File: config.mk
export PLATFORM = sky130hd
export DESIGN_NAME = wishbone_arbiter
export DESIGN_NICKNAME = d
export VERILOG_FILES = /design/src/rtl/wishbone_arbiter.sv
export SDC_FILE = /design/constraint.sdc
export NUM_CORES = 1
export LEC_CHECK = 0
export ABC_AREA = 0
export CAP_MARGIN = 10
export CORE_AREA = 3 3 109 111
export CTS_BUF_LIST = sky130_fd_sc_hd__clkbuf_8
export CTS_CLUSTER_DIAMETER = 200
export CTS_CLUSTER_SIZE = 28
export DETAILED_ROUTE_END_ITERATION = 10
export DIE_AREA = 0 0 112 114
export GPL_TIMING_DRIVEN = 1
export MAX_ROUTING_LAYER = met4
export PLACE_DENSITY = 0.62
export RECOVER_POWER = 25
export SLEW_MARGIN = 20
export SYNTH_ARGS = -nofsm -noshare
export SYNTH_HDL_FRONTEND = slang
export SYNTH_SLANG_ARGS = --single-unit
export TNS_END_PERCENT = 20
File: constraint.sdc
create_clock -name clk_i -period 2.9 [get_ports clk_i]
set_clock_uncertainty 0.2 [all_clocks]
set_input_delay 0.725 -clock clk_i [delete_from_list [all_inputs] [get_ports clk_i]]
set_output_delay 0.725 -clock clk_i [all_outputs]
set_load 0.005 [all_outputs]
File: src/rtl/wishbone_arbiter.sv
// N-master to 1-slave Wishbone classic arbiter: round-robin, grant held for the
// whole cyc, registered grant decision with a combinational slave-side datapath.
module wishbone_arbiter #(
    parameter int NUM_MASTERS = 2,
    parameter int DATA_WIDTH  = 32,
    parameter int ADDR_WIDTH  = 32,
    parameter int GRANULARITY = 8,
    localparam int SEL_W = DATA_WIDTH / GRANULARITY
) (
    input  logic                          clk_i,
    input  logic                          rst_i,
    input  logic [NUM_MASTERS-1:0]        m_cyc_i,
    input  logic [NUM_MASTERS-1:0]        m_stb_i,
    input  logic [NUM_MASTERS-1:0]        m_we_i,
    input  logic [NUM_MASTERS*ADDR_WIDTH-1:0] m_adr_i,
    input  logic [NUM_MASTERS*DATA_WIDTH-1:0] m_dat_i,
    input  logic [NUM_MASTERS*SEL_W-1:0]  m_sel_i,
    output logic [DATA_WIDTH-1:0]         m_dat_o,
    output logic [NUM_MASTERS-1:0]        m_ack_o,
    output logic                          s_cyc_o,
    output logic                          s_stb_o,
    output logic                          s_we_o,
    output logic [ADDR_WIDTH-1:0]         s_adr_o,
    output logic [DATA_WIDTH-1:0]         s_dat_o,
    output logic [SEL_W-1:0]              s_sel_o,
    input  logic [DATA_WIDTH-1:0]         s_dat_i,
    input  logic                          s_ack_i,
    output logic [NUM_MASTERS-1:0]        grant_o,
    output logic                          busy_o
);

    localparam int IDX_W = (NUM_MASTERS > 1) ? $clog2(NUM_MASTERS) : 1;

    if (NUM_MASTERS < 1 || NUM_MASTERS > 16) begin : g_bad_masters
        $fatal(1, "wishbone_arbiter: NUM_MASTERS must be 1..16");
    end
    if (GRANULARITY != 8 && GRANULARITY != 16 && GRANULARITY != 32) begin : g_bad_gran
        $fatal(1, "wishbone_arbiter: GRANULARITY must be 8, 16 or 32");
    end

    typedef enum logic {IDLE, OWNED} state_e;

    state_e                 state_q, state_d;
    logic [IDX_W-1:0]       owner_q, owner_d;
    logic [IDX_W-1:0]       last_q, last_d;
    logic [NUM_MASTERS-1:0] grant_vec;
    logic                   owner_cyc;
    int                     cand;
    logic                   found;

    logic [ADDR_WIDTH-1:0]  adr_masked [NUM_MASTERS];
    logic [DATA_WIDTH-1:0]  dat_masked [NUM_MASTERS];
    logic [SEL_W-1:0]       sel_masked [NUM_MASTERS];

    always_ff @(posedge clk_i or negedge rst_i) begin
        if (!rst_i) begin
            state_q <= IDLE;
            owner_q <= '0;
            last_q  <= IDX_W'(NUM_MASTERS - 1);
        end else begin
            state_q <= state_d;
            owner_q <= owner_d;
            last_q  <= last_d;
        end
    end

    for (genvar gi = 0; gi < NUM_MASTERS; gi++) begin : g_grant
        assign grant_vec[gi] = (state_q == OWNED) && (owner_q == IDX_W'(gi));
    end

    assign owner_cyc = |(grant_vec & m_cyc_i);

    // Re-arbitrate only when idle or when the owner has released cyc; the
    // search starts one past the last winner and wraps.
    always_comb begin
        state_d = state_q;
        owner_d = owner_q;
        last_d  = last_q;
        found   = 1'b0;
        cand    = 0;
        if (state_q == IDLE || !owner_cyc) begin
            state_d = IDLE;
            for (int k = 1; k <= NUM_MASTERS; k++) begin
                cand = int'(last_q) + k;
                if (cand >= NUM_MASTERS) begin
                    cand = cand - NUM_MASTERS;
                end
                if (!found && |(m_cyc_i & (NUM_MASTERS'(1) << cand))) begin
                    found   = 1'b1;
                    state_d = OWNED;
                    owner_d = IDX_W'(cand);
                    last_d  = IDX_W'(cand);
                end
            end
        end
    end

    for (genvar gi = 0; gi < NUM_MASTERS; gi++) begin : g_mask
        assign adr_masked[gi] = grant_vec[gi] ? m_adr_i[gi*ADDR_WIDTH +: ADDR_WIDTH] : '0;
        assign dat_masked[gi] = grant_vec[gi] ? m_dat_i[gi*DATA_WIDTH +: DATA_WIDTH] : '0;
        assign sel_masked[gi] = grant_vec[gi] ? m_sel_i[gi*SEL_W +: SEL_W] : '0;
    end

    // Grant is one-hot (or zero), so OR-reducing the masked slices is a mux.
    always_comb begin
        s_adr_o = '0;
        s_dat_o = '0;
        s_sel_o = '0;
        for (int i = 0; i < NUM_MASTERS; i++) begin
            s_adr_o = s_adr_o | adr_masked[i];
            s_dat_o = s_dat_o | dat_masked[i];
            s_sel_o = s_sel_o | sel_masked[i];
        end
    end

    assign s_cyc_o = owner_cyc;
    assign s_stb_o = |(grant_vec & m_cyc_i & m_stb_i);
    assign s_we_o  = |(grant_vec & m_we_i);
    assign m_ack_o = {NUM_MASTERS{s_ack_i}} & grant_vec & m_cyc_i;
    assign m_dat_o = s_dat_i;
    assign grant_o = grant_vec;
    assign busy_o  = (state_q == OWNED);

endmodule

==> impl_metrics.tcl <==
set metrics [dict create \
    synth_cell_types 20 \
    arrival_ns 1.91 \
    min_path_type "reg2reg" \
    layout_worst_path_cycle_share 0.977 \
    r2r_slack_ns 1.58 \
    period_minus_slack_ns 2.83 \
    finalSetupViolCount 0 \
    cp_max_fo 1 \
    power_switching_uw 278 \
    netlist_instances 213 \
    yosys_warnings 0 \
    synth_area_leader_cell "mux2i_1" \
    numCtsBuffers 3 \
    num_antenna_cells 0 \
    status "complete, no violations" \
    syn_area_um2 1720 \
    p_per_area_nw_per_um2 243 \
    dr.pass1.iters 4 \
    stdcell_count 534 \
    dp_hpwl_um 6510 \
    power.clock.fraction 0.127 \
    place_congestion 0.815 \
    die_h_um 114 \
    grt_pass1_vias 2164 \
    synth.most_common_cell "nor2b_1" \
    syn_avg_cell_area_um2 8.07 \
    ys_ff_latch 3 \
    clock_latency_ns 0.22 \
    crit_path_start_kind "input pin" \
    drt-vias-per-instance 3.98 \
    comb_power_share 0.802 \
    antenna_found_initial 0 \
    wl_um 7770 \
    layout-drive-gt1-share 0.0330 \
    maxSlewViolCount 0 \
    num_rows 38 \
    synthTopCellsByArea "mux2i_1 (40%), nor2b_1 (25%), buf_4 (15%)" \
    ys_async_sr_fraction 1.00 \
    swShare 0.298 \
    cts-root-buf "clkbuf_8" \
    grt_start_max_net_pins 79 \
    tightest_slew_ns 0.260 \
    grt-ovfl-total 0 \
    cp-end-kind "primary output" \
    core_area_um2 10900 \
    intPower_uw 653 \
    drcViolationCount 0 \
    clk_path_buf_depth 2 \
    crit_type "in2out" \
    globalRouteTotalUtil 0.108 \
    postCtsSetupRepairBufs 0 \
    finalHoldViolCount 0 \
    rsz0062_at_grt "no" \
    synth_top_cell_area_share 0.402 \
    fmax_mhz 353 \
    start_util 0.158 \
    clock_sinks 3 \
    cts_max_level 1 \
    total_power_uw 931 \
    wl_per_cell_um 14.6 \
    syn_nets 390 \
    cts_tree "built" \
    vdd_drop_max_mv 0.144 \
    nNetsFinal 572 \
    maxCapViolCount 0 \
    dpl.cell_count 530 \
    crit_required_ns 1.98 \
    netlist_top_cells_count "nor2b_1 (70), mux2i_1 (69), buf_4 (35)" \
    vias 2123 \
    area_delta_synth_final_pct 123 \
    slew_headroom 0.826 \
    path_clk_slew_ns 0.03 \
    ant_nets 0 \
    static-leakage-power_nw 1.57 \
    drt_iter0_drc 51 \
    sequentialPowerShare 0.071 \
    seq_area_frac_synth 0.0444 \
    synth_ff_type "dfrtp_1" \
    grt_pass1_wl_um 11100 \
    io_buffers 220 \
    io_pins 285 \
    die_area_um2 12800 \
    synth_edf_count 0 \
    die_width_um 112 \
]
state kept, by name (all words and copies together) (netlist names):
name,count
busy_o,1
last_q,1
owner_q,1
metrics by stage:
stage | hold WS (ns) | worst slack, ns | area, um2 | util | TNS (ns)
finish | 0.335 | 0.0663 | 3830 | 0.352 | 0
global route | 0.340 | 0.00856 | 3830 | 0.352 | 0
CTS | 0.331 | 0.0161 | 3830 | 0.351 | 0
detailed placement | 0.320 | -0.141 | 3790 | 0.348 | -0.265
global placement | 0.313 | -0.160 | 3790 | 0.348 | -0.277
floorplan | 0.229 | 0.959 | 1720 | - | 0
worst max-delay path, cell delays in order:
cell	delay, ns
clkdlybuf4s50_1	0.48
mux2i_1	0.07
nor2b_1	0.11
clkdlybuf4s50_1	0.53
placed cells by master, fill, tap and decap left out, types with 2 or more instances in the layout:
cell	Yosys	routed
o21ai_0	3	3
buf_12	4	3
clkbuf_8	0	3
a21oi_1	4	4
inv_1	2	3
dlymetal6s2s_1	0	3
nor2_1	2	2
clkdlybuf4s50_1	0	212
and2_1	2	2
dlygate4sd2_1	0	4
nand2_1	4	4
nor2b_1	70	70
mux2i_1	69	69
buf_4	35	2
repair_timing:
action,CTS,global route
hold buffers,0,0
cloned,0,0
resized for setup,4,3
pin swaps,0,1
setup endpoints to repair,3,4
layout make-up:
cell class                 instances  area [um2]
clock buffer                       3        41.3
clock inverter                     1        3.75
fill                            1150        7060
inverter                           2        7.51
multi-input combinational        159        1240
sequential                         3        81.3
tap                              140         175
timing repair buffer             226        2280
per-layer routing:
layer,global-route usage,routed length (um),share of wire,up-vias
met3,0.0239,722,0.093,24
met2,0.203,4040,0.52,128
met4,0.0353,205,0.026,0
met5,-,0,0,-
met1,0.112,2810,0.36,941
li1,-,-,-,1030
path summary, 6_finish.rpt:
kind | start | to | depth (start not counted)
min in group asynchronous | rst_i | owner_q$_DFFE_PN0P_ | 1
setup reg to reg | busy_o$_DFFE_PN0P_ | last_q$_DFFE_PN1P_ | 4
hold / removal | last_q$_DFFE_PN1P_ | last_q$_DFFE_PN1P_ | 2
hold reg to reg | last_q$_DFFE_PN1P_ | last_q$_DFFE_PN1P_ | 2
setup / recovery | m_dat_i[25] | s_dat_o[25] | 4
max in group asynchronous | rst_i | last_q$_DFFE_PN1P_ | 1
power by group through the flow:
| stage | Sequential (mW) | Clock, mW | Combinational (mW) |
|---|---|---|---|
| after detailed placement | 0.0675 | 0 | 0.765 |
| after global placement | 0.0663 | 0 | 0.756 |
| after CTS | 0.0671 | 0.122 | 0.764 |
| final | 0.0665 | 0.118 | 0.746 |
| after floorplan | 0.0537 | 0 | 0.359 |
| after global routing | 0.0683 | 0.127 | 0.803 |
kinds of logic (layout without fill, tap and decap cells):
family          after synthesis  count (layout)  synth area share
flops                         3               3            0.0444
simple gates                 82              82             0.294
buf+inv                      51             232             0.235
compound gates                8               8            0.0248
mux                          69              69             0.402
Power figures use the tool's default switching activity.
